File: config.mk
export PLATFORM = sky130hd
export DESIGN_NAME = image_scaler_engine
export DESIGN_NICKNAME = d
export VERILOG_FILES = /design/src/rtl/image_scaler_engine.sv
export SDC_FILE = /design/constraint.sdc
export NUM_CORES = 1
export LEC_CHECK = 0
export ABC_AREA = 1
export BUFFER_PORTS_ARGS = -buffer_cell sky130_fd_sc_hd__buf_2
export CORE_ASPECT_RATIO = 1.2
export CORE_MARGIN = 5
export CORE_UTILIZATION = 50
export CTS_CLUSTER_SIZE = 28
export DETAILED_ROUTE_END_ITERATION = 8
export PLACE_DENSITY_LB_ADDON = 0.15
export SLEW_MARGIN = 5
export SYNTH_ARGS = -nofsm -noshare
export SYNTH_HDL_FRONTEND = slang
export SYNTH_SLANG_ARGS = --single-unit
File: constraint.sdc
create_clock -name CLK -period 11.4 [get_ports CLK]
set_clock_uncertainty 0.2 [all_clocks]
set_input_delay 1.14 -clock CLK [delete_from_list [all_inputs] [get_ports CLK]]
set_output_delay 1.14 -clock CLK [all_outputs]
set_load 0.02 [all_outputs]
File: src/rtl/image_scaler_engine.sv
// image_scaler_engine: replicate-zoom / decimate / block-average scaler
// between a fixed-latency source memory and a back-pressured frame buffer.
module image_scaler_engine #(
  parameter int PIX_W  = 8,
  parameter int SRC_W  = 160,
  parameter int SRC_H  = 120,
  parameter int RA_W   = 15,
  parameter int WA_W   = 20,
  parameter int RD_LAT = 1
) (
  input  logic             CLK,
  input  logic             RESET,
  input  logic             START,
  input  logic             ABORT,
  input  logic [1:0]       MODE,
  input  logic [1:0]       SCALE_LOG2,
  output logic             RD_EN,
  output logic [RA_W-1:0]  R_ADDR,
  input  logic [PIX_W-1:0] PIXEL_IN,
  output logic             WR_VALID,
  input  logic             WR_READY,
  output logic [WA_W-1:0]  W_ADDR,
  output logic [PIX_W-1:0] PIXEL_OUT,
  output logic             BUSY,
  output logic             DONE,
  output logic             ERR
);

  localparam int AW = PIX_W + 4;
  localparam int CW = $clog2(4 * (SRC_W + SRC_H) + 1);
  localparam int LW = $clog2(RD_LAT + 1);

  typedef enum logic [2:0] {
    S_IDLE,
    S_RD,
    S_WT,
    S_WR,
    S_DONE
  } state_t;

  state_t          state;
  logic [1:0]      mode_q;
  logic [1:0]      s_q;
  logic [1:0]      tx;
  logic [1:0]      ty;
  logic [CW-1:0]   x;
  logic [CW-1:0]   y;
  logic [CW-1:0]   out_w;
  logic [CW-1:0]   out_h;
  logic [AW-1:0]   acc;
  logic [LW-1:0]   cnt;
  logic [WA_W-1:0] waddr;
  logic            done_q;
  logic            err_q;

  logic [CW-1:0] sx;
  logic [CW-1:0] sy;
  logic [CW-1:0] src_w;
  logic [CW-1:0] src_h;
  logic [1:0]    tmax;
  logic          last_tap;
  logic          last_x;
  logic          last_y;
  logic          illegal;

  assign src_w = CW'(SRC_W);
  assign src_h = CW'(SRC_H);

  assign illegal = (MODE == 2'b11) ||
                   (SCALE_LOG2 == 2'd0) ||
                   (SCALE_LOG2 == 2'd3);

  always_comb begin
    sx = x;
    sy = y;
    unique case (mode_q)
      2'b00: begin
        sx = x >> s_q;
        sy = y >> s_q;
      end
      2'b01: begin
        sx = x << s_q;
        sy = y << s_q;
      end
      default: begin
        sx = (x << s_q) + CW'(tx);
        sy = (y << s_q) + CW'(ty);
      end
    endcase
  end

  assign tmax     = (s_q == 2'd1) ? 2'd1 : 2'd3;
  assign last_tap = (mode_q != 2'b10) ||
                    ((tx == tmax) && (ty == tmax));
  assign last_x   = (x == out_w - CW'(1));
  assign last_y   = (y == out_h - CW'(1));

  // Strobes drop in the abort cycle itself so nothing leaks out.
  assign RD_EN    = (state == S_RD) && !ABORT;
  assign WR_VALID = (state == S_WR) && !ABORT;
  assign BUSY     = (state == S_RD) ||
                    (state == S_WT) ||
                    (state == S_WR);
  assign DONE     = done_q;
  assign ERR      = err_q;
  assign W_ADDR   = waddr;
  assign R_ADDR   = RA_W'(sy) * RA_W'(SRC_W) + RA_W'(sx);

  assign PIXEL_OUT = (mode_q == 2'b10) ?
                     PIX_W'(acc >> {s_q, 1'b0}) :
                     PIX_W'(acc);

  always_ff @(posedge CLK or posedge RESET) begin
    if (RESET) begin
      state  <= S_IDLE;
      mode_q <= 2'b00;
      s_q    <= 2'b00;
      tx     <= 2'b00;
      ty     <= 2'b00;
      x      <= '0;
      y      <= '0;
      out_w  <= '0;
      out_h  <= '0;
      acc    <= '0;
      cnt    <= '0;
      waddr  <= '0;
      done_q <= 1'b0;
      err_q  <= 1'b0;
    end else if (ABORT && state != S_IDLE) begin
      state  <= S_IDLE;
      done_q <= 1'b0;
    end else begin
      unique case (state)
        S_IDLE: begin
          if (START) begin
            mode_q <= MODE;
            s_q    <= SCALE_LOG2;
            done_q <= 1'b0;
            if (illegal) begin
              err_q  <= 1'b1;
              done_q <= 1'b1;
              state  <= S_DONE;
            end else begin
              err_q <= 1'b0;
              x     <= '0;
              y     <= '0;
              tx    <= 2'b00;
              ty    <= 2'b00;
              acc   <= '0;
              waddr <= '0;
              if (MODE == 2'b00) begin
                out_w <= src_w << SCALE_LOG2;
                out_h <= src_h << SCALE_LOG2;
              end else begin
                out_w <= src_w >> SCALE_LOG2;
                out_h <= src_h >> SCALE_LOG2;
              end
              state <= S_RD;
            end
          end
        end
        S_RD: begin
          cnt   <= LW'(RD_LAT);
          state <= S_WT;
        end
        S_WT: begin
          if (cnt == LW'(1)) begin
            acc <= acc + AW'(PIXEL_IN);
            if (last_tap) begin
              state <= S_WR;
            end else begin
              if (tx == tmax) begin
                tx <= 2'b00;
                ty <= ty + 2'd1;
              end else begin
                tx <= tx + 2'd1;
              end
              state <= S_RD;
            end
          end else begin
            cnt <= cnt - LW'(1);
          end
        end
        S_WR: begin
          if (WR_READY) begin
            acc   <= '0;
            tx    <= 2'b00;
            ty    <= 2'b00;
            waddr <= waddr + WA_W'(1);
            if (last_x) begin
              x <= '0;
              if (last_y) begin
                done_q <= 1'b1;
                state  <= S_DONE;
              end else begin
                y     <= y + CW'(1);
                state <= S_RD;
              end
            end else begin
              x     <= x + CW'(1);
              state <= S_RD;
            end
          end
        end
        S_DONE: begin
          if (!START) state <= S_IDLE;
        end
        default: state <= S_IDLE;
      endcase
    end
  end

endmodule
==> reports/summary.txt <==
worst min-delay path class -> flop to flop
final hold viol count -> 0
Post-CTS Resized -> 0
vias in the first global route -> 7235
cells after synthesis -> 1200
Syn Area/Cell -> 6.54 um^2
drt wl/cell -> 14.2 um
Sink Count -> 85
Routed Antenna Nets -> 0
outcome -> finished clean
via-per-instance ratio -> 5.33
uppermost routed layer -> met4
Worst EP required -> 10.06 ns
Design Power -> 2.53 mW
most frequent cells in the layout -> 336 x nand2_1, 147 x inv_1, 108 x nor2_1
largest net degree at the start of global routing -> 56
initial antenna violation count -> 0
via count -> 7754
initial cell density of the core -> 0.505
Worst slew margin -> 0.507
Setup crit start kind -> flop
Least-Margin Pin Slew -> 0.739 ns
Synth area leaders -> dfrtp_1 27%, nand2_1 16%, inv_1 7.1%
initial drt markers -> 542
met3 wire len -> 687 um
Tmin final -> 6.68 ns
P_leak -> 4.17 nW
share of cells above drive strength 1 -> 0.107
Routed WL -> 20700 um
I/O pin count -> 65
Die X -> 124 um
first-pass GRT wire length -> 35200 um
leading cell type in the layout, fill and taps excluded -> nand2_1
RePlAce Congestion -> 0.909
Syn Nets -> 1258
DRT Pass-1 Iters -> 5
worst-skew pair later-pin latency -> 0.35 ns
Post-CTS Setup Bufs -> 0
Buffers on Ports -> 64
peak supply drop -> 0.151 mV
Synth Cell Area -> 7840 um^2
CTS Hold Buffers Added -> 0
Final #Nets -> 1300
routed wl met2 -> 9930 um
area grow syn2layout -> 9.09%
DRC violations left -> 0
# H-tree levels -> 3
root buffer cell -> clkbuf_16
Synthesis Warnings -> 0
final setup fails -> 0
Core Box Area -> 15500 um^2
post-route insts no fill -> 1455
Critical Path AT -> 5.34 ns
CP Max Fanout -> 42
Placed Instances -> 1439
CTS Buffer Depth -> 2
GRT overflow -> 0
die height -> 147 um
CTS clk-pin slew, worst paths -> 0.06 ns
CP endpoint kind -> output pin
utilization after layout -> 0.551
Distinct cells, synth -> 57
power density of the placed cells -> 296 nW/um^2
Synth area leader -> dfrtp_1
RSZ-0062 raised after global routing -> false
Worst Path Class, Setup -> flop to output pin
die area -> 18300 um^2
total track usage -> 0.227
fin crit share -> 0.586
Max-cap violations -> 0
post-synth top area share -> 0.271
Max Fclk -> 0.150 GHz
n_diodes -> 0
Seq/Total Area, Yosys -> 0.271
CTS Buf Count -> 9
CTS tree -> done
M1 WL -> 9540 um
setup TNS -> 0 ns
Fill cells -> 1653
Post-DP HPWL -> 16500 um
max-slew violations -> 0
FP Rows -> 50
post-synthesis sequential element count -> 85
## report_power, final
group          switching, mW  internal (mW)  total [mW]
clock                  0.130          0.172       0.302
sequential            0.0632          0.354       0.417
combinational           1.19          0.621        1.81
total                   1.38           1.15        2.53
## worst paths after layout
check	startpoint	end	slack [ns]	cells past startpoint
worst min register to register	DONE$_DFFE_PP0P_	DONE$_DFFE_PP0P_	0.28	2
worst max-delay path	s_q[0]$_DFFE_PP0P_	R_ADDR[14]	4.72	25
worst max register to register	s_q[1]$_DFFE_PP0P_	ty[0]$_DFFE_PP0P_	8.51	11
worst min-delay path	DONE$_DFFE_PP0P_	DONE$_DFFE_PP0P_	0.28	2
min in group asynchronous	RESET	out_h[7]$_DFFE_PP0P_	0.70	2
max in group asynchronous	RESET	x[9]$_DFFE_PP0P_	9.27	3
## worst max-delay path: stages (launching register included)
cell	delay, ns
dfrtp_1	0.36
buf_4	0.24
inv_2	0.36
nand2_1	0.12
nor2_1	0.15
ha_1	0.18
inv_1	0.05
fa_1	0.38
or2_1	0.28
nor2_1	0.13
xnor2_1	0.07
a221oi_1	0.34
ha_1	0.33
fa_1	0.51
ha_1	0.38
nand4_1	0.12
o211ai_1	0.24
nand2_1	0.09
nand2_1	0.08
nand3_1	0.12
inv_1	0.08
nand2_1	0.06
nand2_1	0.05
nand2_1	0.05
nand2_1	0.05
buf_2	0.15
## final cells by class
class / instances / area [um^2] / share of cell area
clock inverters: 6 / 71.3 / 0.00834
well taps: 208 / 260 / 0.0304
flip-flops and latches: 85 / 2130 / 0.249
clock buffers: 10 / 229 / 0.0268
repair buffers: 70 / 365 / 0.0427
inverters: 157 / 591 / 0.0690
multi-input cells: 919 / 4910 / 0.574
## cell families after synthesis
group,after synthesis,share of synthesized area
simple gates,597,0.333
compound gates,234,0.170
buf+inv,196,0.102
flops,85,0.271
xor+xnor,47,0.0525
fa+ha+maj,41,0.0702
## state kept, by name, summed over array words and instances (netlist names)
register  cells
W_ADDR       20
acc          12
x            11
y            11
out_h         9
out_w         8
state         3
mode_q        2
s_q           2
tx            2
ty            2
DONE          1
ERR           1
cnt           1
## per-stage QoR
stage | setup slack [ns] | area [um^2] | hold WS [ns]
CTS | 4.69 | 8560 | 0.276
floorplan | 5.52 | 7840 | 0.256
global route | 4.31 | 8560 | 0.289
detailed placement | 5.06 | 8260 | 0.263
finish | 4.72 | 8560 | 0.277
global placement | 5.17 | 8260 | 0.263
## Yosys cell counts, drive strengths merged
master	instances
nor4	2
nor3b	2
nand3b	4
buf	24
or2	5
xor2	28
a221oi	2
nor2	124
o211ai	9
clkinv	1
o21a	10
o2111ai	1
o221ai	3
a211oi	1
a32o	1
o31ai	5
ha	36
and3	3
dfrtp	85
a21boi	1
a21o	2
o211a	1
o32ai	1
nand2	342
nor3	15
nand3	78
o22ai	9
clkbuf	15
o21bai	2
a21oi	68
fa	5
inv	156
nand4	22
xnor2	19
o21ai	109
a22oi	4
a31oi	5
## layer usage
layer  global-route usage  vias up
met2                0.390      145
met4               0.0735        0
met1                0.298     3569
met5                    0        -
li1                     -     4014
met3               0.0291       26
No activity file was read; power rests on OpenSTA's default activity.
